`config.mk`:
```
export PLATFORM = sky130hd
export DESIGN_NAME = eth_frame_recv
export DESIGN_NICKNAME = d
export VERILOG_FILES = /design/src/rtl/eth_frame_recv.sv
export SDC_FILE = /design/constraint.sdc
export NUM_CORES = 1
export LEC_CHECK = 0
export ABC_AREA = 1
export CAP_MARGIN = 10
export CORE_UTILIZATION = 34
export DETAILED_ROUTE_END_ITERATION = 10
export MAX_ROUTING_LAYER = met4
export SYNTH_ARGS = -nofsm -noshare
export SYNTH_HDL_FRONTEND = slang
export SYNTH_SLANG_ARGS = --single-unit
```
`constraint.sdc`:
```
create_clock -name clk -period 2.08 [get_ports clk]
set_input_delay 0.208 -clock clk [delete_from_list [all_inputs] [get_ports clk]]
set_output_delay 0.208 -clock clk [all_outputs]
set_load 0.005 [all_outputs]
```
`src/rtl/eth_frame_recv.sv`:
```
// Ethernet LocalLink receiver: header parse, MAC/EtherType filter, payload packed low-byte-first into 32-bit words.
// Optional RX_STATS_EN adds saturating good/drop frame counters.
module eth_frame_recv #(
    parameter logic [47:0] LOCAL_MAC   = 48'hda0203040506,
    parameter logic [15:0] ETH_TYPE    = 16'h0800,
    parameter int unsigned MAX_PAYLOAD = 1420
) (
    input  logic        clk,
    input  logic        rst,
    input  logic [7:0]  data_in,
    input  logic        sof,
    input  logic        eof,
    input  logic        src_rdy,
    output logic        dst_rdy,
    output logic [31:0] word_out,
    output logic        word_valid,
    input  logic        word_ready,
    output logic        word_last,
    output logic [2:0]  word_bytes,
    output logic        frame_done,
    output logic        frame_good
`ifdef RX_STATS_EN
    ,
    output logic [15:0] good_cnt,
    output logic [15:0] drop_cnt
`endif
);

    typedef enum logic [1:0] {IDLE, HEAD, PAYLOAD, DROP} state_e;

    localparam logic [10:0] MAX_P  = 11'(MAX_PAYLOAD);
    localparam logic [10:0] MAX_P1 = 11'(MAX_PAYLOAD + 1);

    state_e      state_q, state_d;
    logic [3:0]  hdr_cnt_q, hdr_cnt_d;
    logic        local_ok_q, local_ok_d;
    logic        bcast_ok_q, bcast_ok_d;
    logic        type_ok_q, type_ok_d;
    logic [31:0] acc_q, acc_d;
    logic [2:0]  acc_cnt_q, acc_cnt_d;
    logic [10:0] byte_cnt_q, byte_cnt_d;
    logic [31:0] word_out_q, word_out_d;
    logic        word_valid_q, word_valid_d;
    logic        word_last_q, word_last_d;
    logic [2:0]  word_bytes_q, word_bytes_d;
    logic        frame_done_q, frame_done_d;
    logic        frame_good_q, frame_good_d;

    logic        beat;
    logic        stored;
    logic        pass;
    logic [31:0] acc_ins;

    function automatic logic [7:0] mac_byte(input logic [3:0] idx);
        logic [47:0] sh;
        sh = LOCAL_MAC << {idx, 3'b000};
        return sh[47:40];
    endfunction

    assign dst_rdy = ~word_valid_q | word_ready;
    assign beat    = src_rdy & dst_rdy;

    always_comb begin
        state_d      = state_q;
        hdr_cnt_d    = hdr_cnt_q;
        local_ok_d   = local_ok_q;
        bcast_ok_d   = bcast_ok_q;
        type_ok_d    = type_ok_q;
        acc_d        = acc_q;
        acc_cnt_d    = acc_cnt_q;
        byte_cnt_d   = byte_cnt_q;
        word_out_d   = word_out_q;
        word_valid_d = word_valid_q;
        word_last_d  = word_last_q;
        word_bytes_d = word_bytes_q;
        frame_done_d = 1'b0;
        frame_good_d = 1'b0;

        stored  = byte_cnt_q < MAX_P;
        acc_ins = acc_q | ({24'd0, data_in} << {acc_cnt_q[1:0], 3'b000});
        pass    = (local_ok_q | bcast_ok_q) & type_ok_q & (data_in == ETH_TYPE[7:0]);

        if (word_valid_q && word_ready) begin
            word_valid_d = 1'b0;
        end

        if (beat) begin
            if (sof) begin
                frame_done_d = (state_q != IDLE) | eof;
                acc_d        = '0;
                acc_cnt_d    = '0;
                byte_cnt_d   = '0;
                local_ok_d   = (data_in == LOCAL_MAC[47:40]);
                bcast_ok_d   = (data_in == 8'hff);
                type_ok_d    = 1'b1;
                hdr_cnt_d    = 4'd1;
                state_d      = eof ? IDLE : HEAD;
            end else begin
                unique case (state_q)
                    IDLE: ;
                    HEAD: begin
                        hdr_cnt_d = hdr_cnt_q + 4'd1;
                        if (hdr_cnt_q < 4'd6) begin
                            local_ok_d = local_ok_q & (data_in == mac_byte(hdr_cnt_q));
                            bcast_ok_d = bcast_ok_q & (data_in == 8'hff);
                        end
                        if (hdr_cnt_q == 4'd12) begin
                            type_ok_d = type_ok_q & (data_in == ETH_TYPE[15:8]);
                        end
                        if (hdr_cnt_q == 4'd13) begin
                            if (eof) begin
                                frame_done_d = 1'b1;
                                frame_good_d = pass;
                                state_d      = IDLE;
                            end else begin
                                state_d = pass ? PAYLOAD : DROP;
                            end
                        end else if (eof) begin
                            frame_done_d = 1'b1;
                            state_d      = IDLE;
                        end
                    end
                    PAYLOAD: begin
                        if (stored) begin
                            acc_d      = acc_ins;
                            acc_cnt_d  = acc_cnt_q + 3'd1;
                            byte_cnt_d = byte_cnt_q + 11'd1;
                        end else begin
                            byte_cnt_d = MAX_P1;
                        end
                        // The word completed by the last in-limit byte is held back so an
                        // overflowing frame can still mark its last stored word.
                        if (eof) begin
                            if (acc_cnt_d != 3'd0) begin
                                word_out_d   = acc_d;
                                word_valid_d = 1'b1;
                                word_last_d  = 1'b1;
                                word_bytes_d = acc_cnt_d;
                            end
                            frame_done_d = 1'b1;
                            frame_good_d = stored;
                            acc_d        = '0;
                            acc_cnt_d    = '0;
                            state_d      = IDLE;
                        end else if (stored && acc_cnt_q == 3'd3 && (byte_cnt_q + 11'd1) < MAX_P) begin
                            word_out_d   = acc_ins;
                            word_valid_d = 1'b1;
                            word_last_d  = 1'b0;
                            word_bytes_d = 3'd4;
                            acc_d        = '0;
                            acc_cnt_d    = '0;
                        end
                    end
                    DROP: begin
                        if (eof) begin
                            frame_done_d = 1'b1;
                            state_d      = IDLE;
                        end
                    end
                    default: state_d = IDLE;
                endcase
            end
        end
    end

    always_ff @(posedge clk) begin
        if (rst) begin
            state_q      <= IDLE;
            hdr_cnt_q    <= '0;
            local_ok_q   <= 1'b0;
            bcast_ok_q   <= 1'b0;
            type_ok_q    <= 1'b0;
            acc_q        <= '0;
            acc_cnt_q    <= '0;
            byte_cnt_q   <= '0;
            word_out_q   <= '0;
            word_valid_q <= 1'b0;
            word_last_q  <= 1'b0;
            word_bytes_q <= '0;
            frame_done_q <= 1'b0;
            frame_good_q <= 1'b0;
        end else begin
            state_q      <= state_d;
            hdr_cnt_q    <= hdr_cnt_d;
            local_ok_q   <= local_ok_d;
            bcast_ok_q   <= bcast_ok_d;
            type_ok_q    <= type_ok_d;
            acc_q        <= acc_d;
            acc_cnt_q    <= acc_cnt_d;
            byte_cnt_q   <= byte_cnt_d;
            word_out_q   <= word_out_d;
            word_valid_q <= word_valid_d;
            word_last_q  <= word_last_d;
            word_bytes_q <= word_bytes_d;
            frame_done_q <= frame_done_d;
            frame_good_q <= frame_good_d;
        end
    end

    assign word_out   = word_out_q;
    assign word_valid = word_valid_q;
    assign word_last  = word_last_q;
    assign word_bytes = word_bytes_q;
    assign frame_done = frame_done_q;
    assign frame_good = frame_good_q;

`ifdef RX_STATS_EN
    logic [15:0] good_cnt_q, good_cnt_d;
    logic [15:0] drop_cnt_q, drop_cnt_d;

    always_comb begin
        good_cnt_d = good_cnt_q;
        drop_cnt_d = drop_cnt_q;
        if (frame_done_q) begin
            if (frame_good_q && good_cnt_q != 16'hffff) good_cnt_d = good_cnt_q + 16'd1;
            if (!frame_good_q && drop_cnt_q != 16'hffff) drop_cnt_d = drop_cnt_q + 16'd1;
        end
    end

    always_ff @(posedge clk) begin
        if (rst) begin
            good_cnt_q <= '0;
            drop_cnt_q <= '0;
        end else begin
            good_cnt_q <= good_cnt_d;
            drop_cnt_q <= drop_cnt_d;
        end
    end

    assign good_cnt = good_cnt_q;
    assign drop_cnt = drop_cnt_q;
`endif

endmodule

```
== Yosys cells after proc, flatten, opt, wreduce, memory -nomap -nowiden ==
Index checks and enable logic that the tools add are counted.
Word-level totals
  bits in registers: 94
  bits in latches: 0
  bits in writable memories: 0
  ROM bits: 0
  logic and storage cells: 125
  memories kept: 0
Operators by class
  $add $sub $neg: 3
  multipliers: 0
  div/mod/pow operators: 0
  order comparisons: 3
  equality and inequality tests: 11
  shift-type cells: 2
  muxes and demuxes: 57
  bitwise operators: 13
  reductions and logical operators: 22
Operator list (number)
  2-to-1 mux 32 bit: 8
  << shifter 48 x 7 -> 48 bit, first input constant: 1
  2-to-1 mux 11 bit: 3
  2-to-1 mux 3 bit: 11
  bitwise OR 32 bit: 1
  << shifter 8 x 5 -> 32 bit: 1
  2-to-1 mux 1 bit: 27
  less-than comparator 11 bit, second input constant: 2
  == test 8 bit, second input constant: 2
  nonzero test 2 bit: 6
  adder 11 x 1 -> 11 bit, second input constant: 1
  == test 4 bit, second input constant: 2
  == test 8 x 4 -> 1 bit, second input constant: 1
  == test 8 bit: 1
  logical NOT 8 bit: 1
  2-to-1 mux 2 bit: 4
  2-to-1 mux 4 bit: 2
  AND 1 bit: 6
  AND reduction 2 bit: 3
  AND reduction 3 bit: 2
  nonzero test 3 bit: 2
  OR reduction 3 bit: 2
  AND reduction 5 bit: 1
  adder 4 x 1 -> 4 bit, second input constant: 1
  other kinds (12): 20

== Longest topological paths before layout ==
  depth in word-level cells: 11
  gate-level depth with buffers: 17

== Worst setup path after synthesis ==
Ideal clock, no wire load.
  path kind: register -> register
  start: reg byte_cnt_q[0]
  end: reg word_out_q[26] (netlist: word_out[26])
  setup time: 0.115 ns
  data arrival time: 1.738 ns
  required time: 1.965 ns
  slack: 0.227 ns
  stages on the path, launching flop included: 14
  buffers on the path: 2
  cells stage by stage: dfxtp_1 ha_1 nand2_1 inv_1 nand3_2 nor3_2 xor2_1 nand2_1 nand2_2 nand2_2 buf_6 buf_6 a21oi_1 nor2_1
On the way
  word-level cells in the longest chain between the ends: 8
  elaborated cells on any way between the ends: 16
  classes of those cells: add/sub (1); order compare (2); eq/ne (1); mux (7); reduce/logical (5)
Ends and longest elaborated chain
  from (decl): RTL line 41  | logic [10:0] byte_cnt_q, byte_cnt_d;
  from (signal assigned): RTL line 190  | byte_cnt_q <= byte_cnt_d;
  parallel branches: the longest is 8 deep, another holds adder 11 x 1 -> 11 bit
  to (signal assigned): RTL line 191  | word_out_q <= word_out_d;
  to (decl): RTL line 42  | logic [31:0] word_out_q, word_out_d;
Several ways; the timed one is not identified. The select of a mux whose other input is x is not followed.
A chain may end at the register's enable or synchronous reset.

== Worst setup path after layout ==
  start: reg byte_cnt_q[1]
  end: reg acc_q[16]
On the way
  word-level cells in the longest chain between the ends: 7
  elaborated cells on any way between the ends: 10
  classes of those cells: add/sub (1); order compare (2); mux (5); reduce/logical (2)
Ends and longest elaborated chain
  adder 11 x 1 -> 11 bit or less-than comparator 11 bit (tied branches): RTL line 145, 79
  less-than comparator 11 bit or logical AND 1 bit (tied branches): RTL line 145  | end else if (stored && acc_cnt_q == 3'd3 && (byte_cnt_q + 11'd1) < MAX_P) begin
  logical AND 1 bit: RTL line 145
  2-to-1 mux 32 bit (*): RTL line 145
  2-to-1 mux 32 bit (*): RTL line 133  | if (eof) begin
  2-to-1 mux 32 bit (*): RTL line 99  | unique case (state_q)
  2-to-1 mux 32 bit (*): RTL line 88  | if (sof) begin
  to (signal assigned): RTL line 173  | acc_q <= '0;
  to (signal assigned): RTL line 188  | acc_q <= acc_d;
  to (decl): RTL line 39  | logic [31:0] acc_q, acc_d;
Every way passes the cells marked *; elsewhere a longest branch is shown, timed or not. The select of a mux whose other input is x is not followed.

==> flow_summary.json <==
{
  "run_status": "finished, violations left",
  "violations": "DRC",
  "worst_pin_slew_ns": 0.728,
  "io_pins": 54,
  "ctsHoldBuffers": 0,
  "async_flop_share_pct": 0,
  "clock_path_buffers": 2,
  "cts_made_buffers": 9,
  "antenna_cells": 0,
  "grt_pass1_wl_um": 23300,
  "cellLeakagePower_nw": 2.90,
  "yosysTopAreaCell": "dfxtp_1",
  "dp_cells": 1012,
  "die_area_um2": 15800,
  "ir_drop_mv": 0.411,
  "finalHoldViolCount": 0,
  "syn_inst": 779,
  "portBuffers": 53,
  "vias": 5238,
  "clk_pin_slew_worst_paths_ns": 0.07,
  "layout-drive-gt1-share_pct": 15.1,
  "area_delta_synth_final_pct": 31.8,
  "grt_overflow_total": 0,
  "clock_latency_ns": 0.36,
  "p_sw_uw": 941,
  "ys_types": 32,
  "start_util_pct": 35.3,
  "grt_usage_pct": 19.0,
  "synth.most_common_cell": "nand2_1",
  "netlist.area_leader.share_pct": 36.3,
  "swShare_pct": 23.7,
  "synth_edf_count": 0,
  "synth_nets": 805,
  "final_cells": 1045,
  "fin_crit_sh_pct": 97.9,
  "drtIter0Drc": 377,
  "fmax_ghz": 0.491,
  "relSlewSlack_pct": 51.4,
  "ys_seq_area_share_pct": 36.3,
  "combinationalPowerShare_pct": 6.5,
  "drcViolationCount": 4,
  "antenna_found_initial": 0,
  "yosys_warnings": 0,
  "min_path_type": "in2reg",
  "dieHeight_um": 126,
  "cts_root_buffer": "clkbuf_16",
  "syn_area_um2": 5190,
  "cts_sinks": 94,
  "fin_nets": 882,
  "grt_max_degree": 56,
  "cp.arrival_ns": 2.29,
  "path_class": "reg2reg",
  "die_w_um": 126,
  "grt_setup_unrepaired": "true",
  "drv_slew": 0,
  "timing.rr.start": "byte_cnt_q[1]$_SDFFE_PP0P_",
  "avgSynthCellArea_um2": 6.66,
  "stdcell_area_um2": 6840,
  "h-tree-depth": 3,
  "r2r-end": "acc_q[16]$_SDFFE_PP0P_",
  "place_hpwl_um": 8870,
  "viasPerCell": 5.01,
  "pwr_density_cell_nw_per_um2": 581,
  "p_clk_share_pct": 48.0,
  "drtPass1Iterations": 8,
  "grt_pass1_vias": 4605,
  "postPlaceCellArea_um2": 6090,
  "critPathRequiredTime_ns": 2.34,
  "cp-start-kind": "flip-flop",
  "min_period_ns": 2.04,
  "setup.worst_path.start": "byte_cnt_q[1]$_SDFFE_PP0P_",
  "crit_path_end": "acc_q[16]$_SDFFE_PP0P_",
  "r2r_slack_ns": 0.04,
  "cts_tree": "built",
  "setup_viol": 0,
  "crit_fanout": 8,
  "r2r_cells": 15,
  "endpoint_kind": "flip-flop",
  "postRouteAntennaNets": 0,
  "synth_common_cells": "145 x nand2_1, 128 x a21oi_1, 95 x nor2_1, 94 x dfxtp_1, 77 x inv_1",
  "maxCapViolations": 0,
  "pwr-share-seq_pct": 45.5,
  "place_congestion": 0.830,
  "synthFlopType": "dfxtp_1",
  "wl_per_cell_um": 14.2,
  "fin_skew_ns": 0.00798,
  "ys_ff_latch": 94,
  "synthTopCellsByArea": "dfxtp_1 36%, a21oi_1 12%, nand2_1 10%",
  "internal-power_mw": 3.03,
  "core_um2": 14700,
  "wirelength_um": 14800,
  "rows": 44
}
[metrics by stage]
step / setup WS [ns] / power (mW) / hold slack [ns] / util [%] / setup TNS [ns]
2_1_floorplan: 0.227 / 2.00 / 0.390 / - / 0
3_3_place_gp: 0.0482 / 2.10 / 0.446 / 41.4 / 0
3_5_place_dp: -0.00132 / 2.10 / 0.441 / 41.4 / -0.00183
4_1_cts: 0.00313 / 4.01 / 0.446 / 44.4 / 0
5_1_grt: -0.104 / 4.11 / 0.481 / 46.5 / -4.06
6_report: 0.0427 / 3.97 / 0.444 / 46.5 / 0
[cell usage in the layout (no fill, tap or decap), types with 2 or more instances in the layout]
cell,instances
inv_1,75
nand4_1,8
clkbuf_16,14
xor2_1,4
a21oi_1,113
dfxtp_2,5
nand2_2,10
clkbuf_8,2
nor2_2,3
a21oi_2,15
nand2_4,3
o21bai_1,2
nor3_1,40
buf_4,45
nor2_4,4
inv_2,4
clkinv_1,2
buf_12,7
dfxtp_1,87
ha_1,11
o21ai_0,15
dfxtp_4,2
nor4_1,2
bufinv_16,2
buf_6,3
nand2_1,137
clkdlybuf4s50_1,52
nand3_1,53
nor2_1,92
o21a_1,32
[state kept, by name, summed over array words and instances (netlist names)]
| name | flops |
|---|---|
| type_ok_q | 1 |
| local_ok_q | 1 |
| acc_cnt_q | 3 |
| frame_done | 1 |
| state_q | 2 |
| word_last | 1 |
| bcast_ok_q | 1 |
| hdr_cnt_q | 4 |
| acc_q | 32 |
| word_bytes | 3 |
| frame_good | 1 |
| word_out | 32 |
| byte_cnt_q | 11 |
| word_valid | 1 |
[worst min path at each step]
stage	startpoint	endpoint	depth (start not counted)
6_report	rst	word_out[29]$_SDFFE_PP0P_	4
5_1_grt	word_bytes[0]$_SDFFE_PP0P_	word_bytes[0]$_SDFFE_PP0P_	2
4_1_cts	rst	word_out[29]$_SDFFE_PP0P_	4
3_5_place_dp	word_bytes[2]$_SDFFE_PP0P_	word_bytes[2]$_SDFFE_PP0P_	2
3_3_place_gp	word_bytes[2]$_SDFFE_PP0P_	word_bytes[2]$_SDFFE_PP0P_	2
2_1_floorplan	rst	word_out[24]$_SDFFE_PP0P_	3
[final cells by class]
type | count | area [um2]
clock buffer | 11 | 253
clock inverter | 5 | 88.8
fill | 1471 | 7860
inverter | 81 | 304
multi-input combinational | 556 | 2880
sequential | 94 | 1900
tap | 184 | 230
timing repair buffer | 114 | 1190
[power groups by stage]
stage | combinational [mW] | sequential, mW | clock [mW]
3_3_place_gp | 0.247 | 1.85 | 0
3_5_place_dp | 0.246 | 1.85 | 0
6_report | 0.259 | 1.81 | 1.90
4_1_cts | 0.248 | 1.81 | 1.95
5_1_grt | 0.286 | 1.81 | 2.02
2_1_floorplan | 0.150 | 1.85 | 0
[worst max-delay path: stages, from the launching register on]
cell	delay [ns]
dfxtp_4	0.36
ha_4	0.17
buf_4	0.12
nor2_1	0.08
nor2_1	0.07
nand3_1	0.07
nand2_1	0.06
o21ai_1	0.13
nand2_1	0.06
nand2_1	0.08
nand2_2	0.08
nand2_4	0.14
nor2_4	0.07
buf_6	0.13
buf_16	0.13
o21a_1	0.18
[repair_timing]
item	4_1_cts	5_1_grt
gates resized for setup	7	48
setup endpoints to repair	32	69
cloned	2	5
pin swaps	3	12
setup buffers	2	10
[logic make-up after synthesis]
family          Yosys count  synth area share (%)
simple gates            357                  29.5
buf+inv                 129                  11.2
fa+ha+maj                12                  2.89
flops                    94                  36.3
xor+xnor                  4                 0.675
compound gates          183                  19.5
[per-layer routing]
layer | global-route usage [%] | up-vias | wire length, um
li1 | - | 2714 | -
met1 | 26.0 | 2389 | 7210
met3 | 2.44 | 14 | 689
met2 | 28.7 | 121 | 6660
met4 | 6.67 | 0 | 247
met5 | - | - | 0
Power figures use the tool's default switching activity.
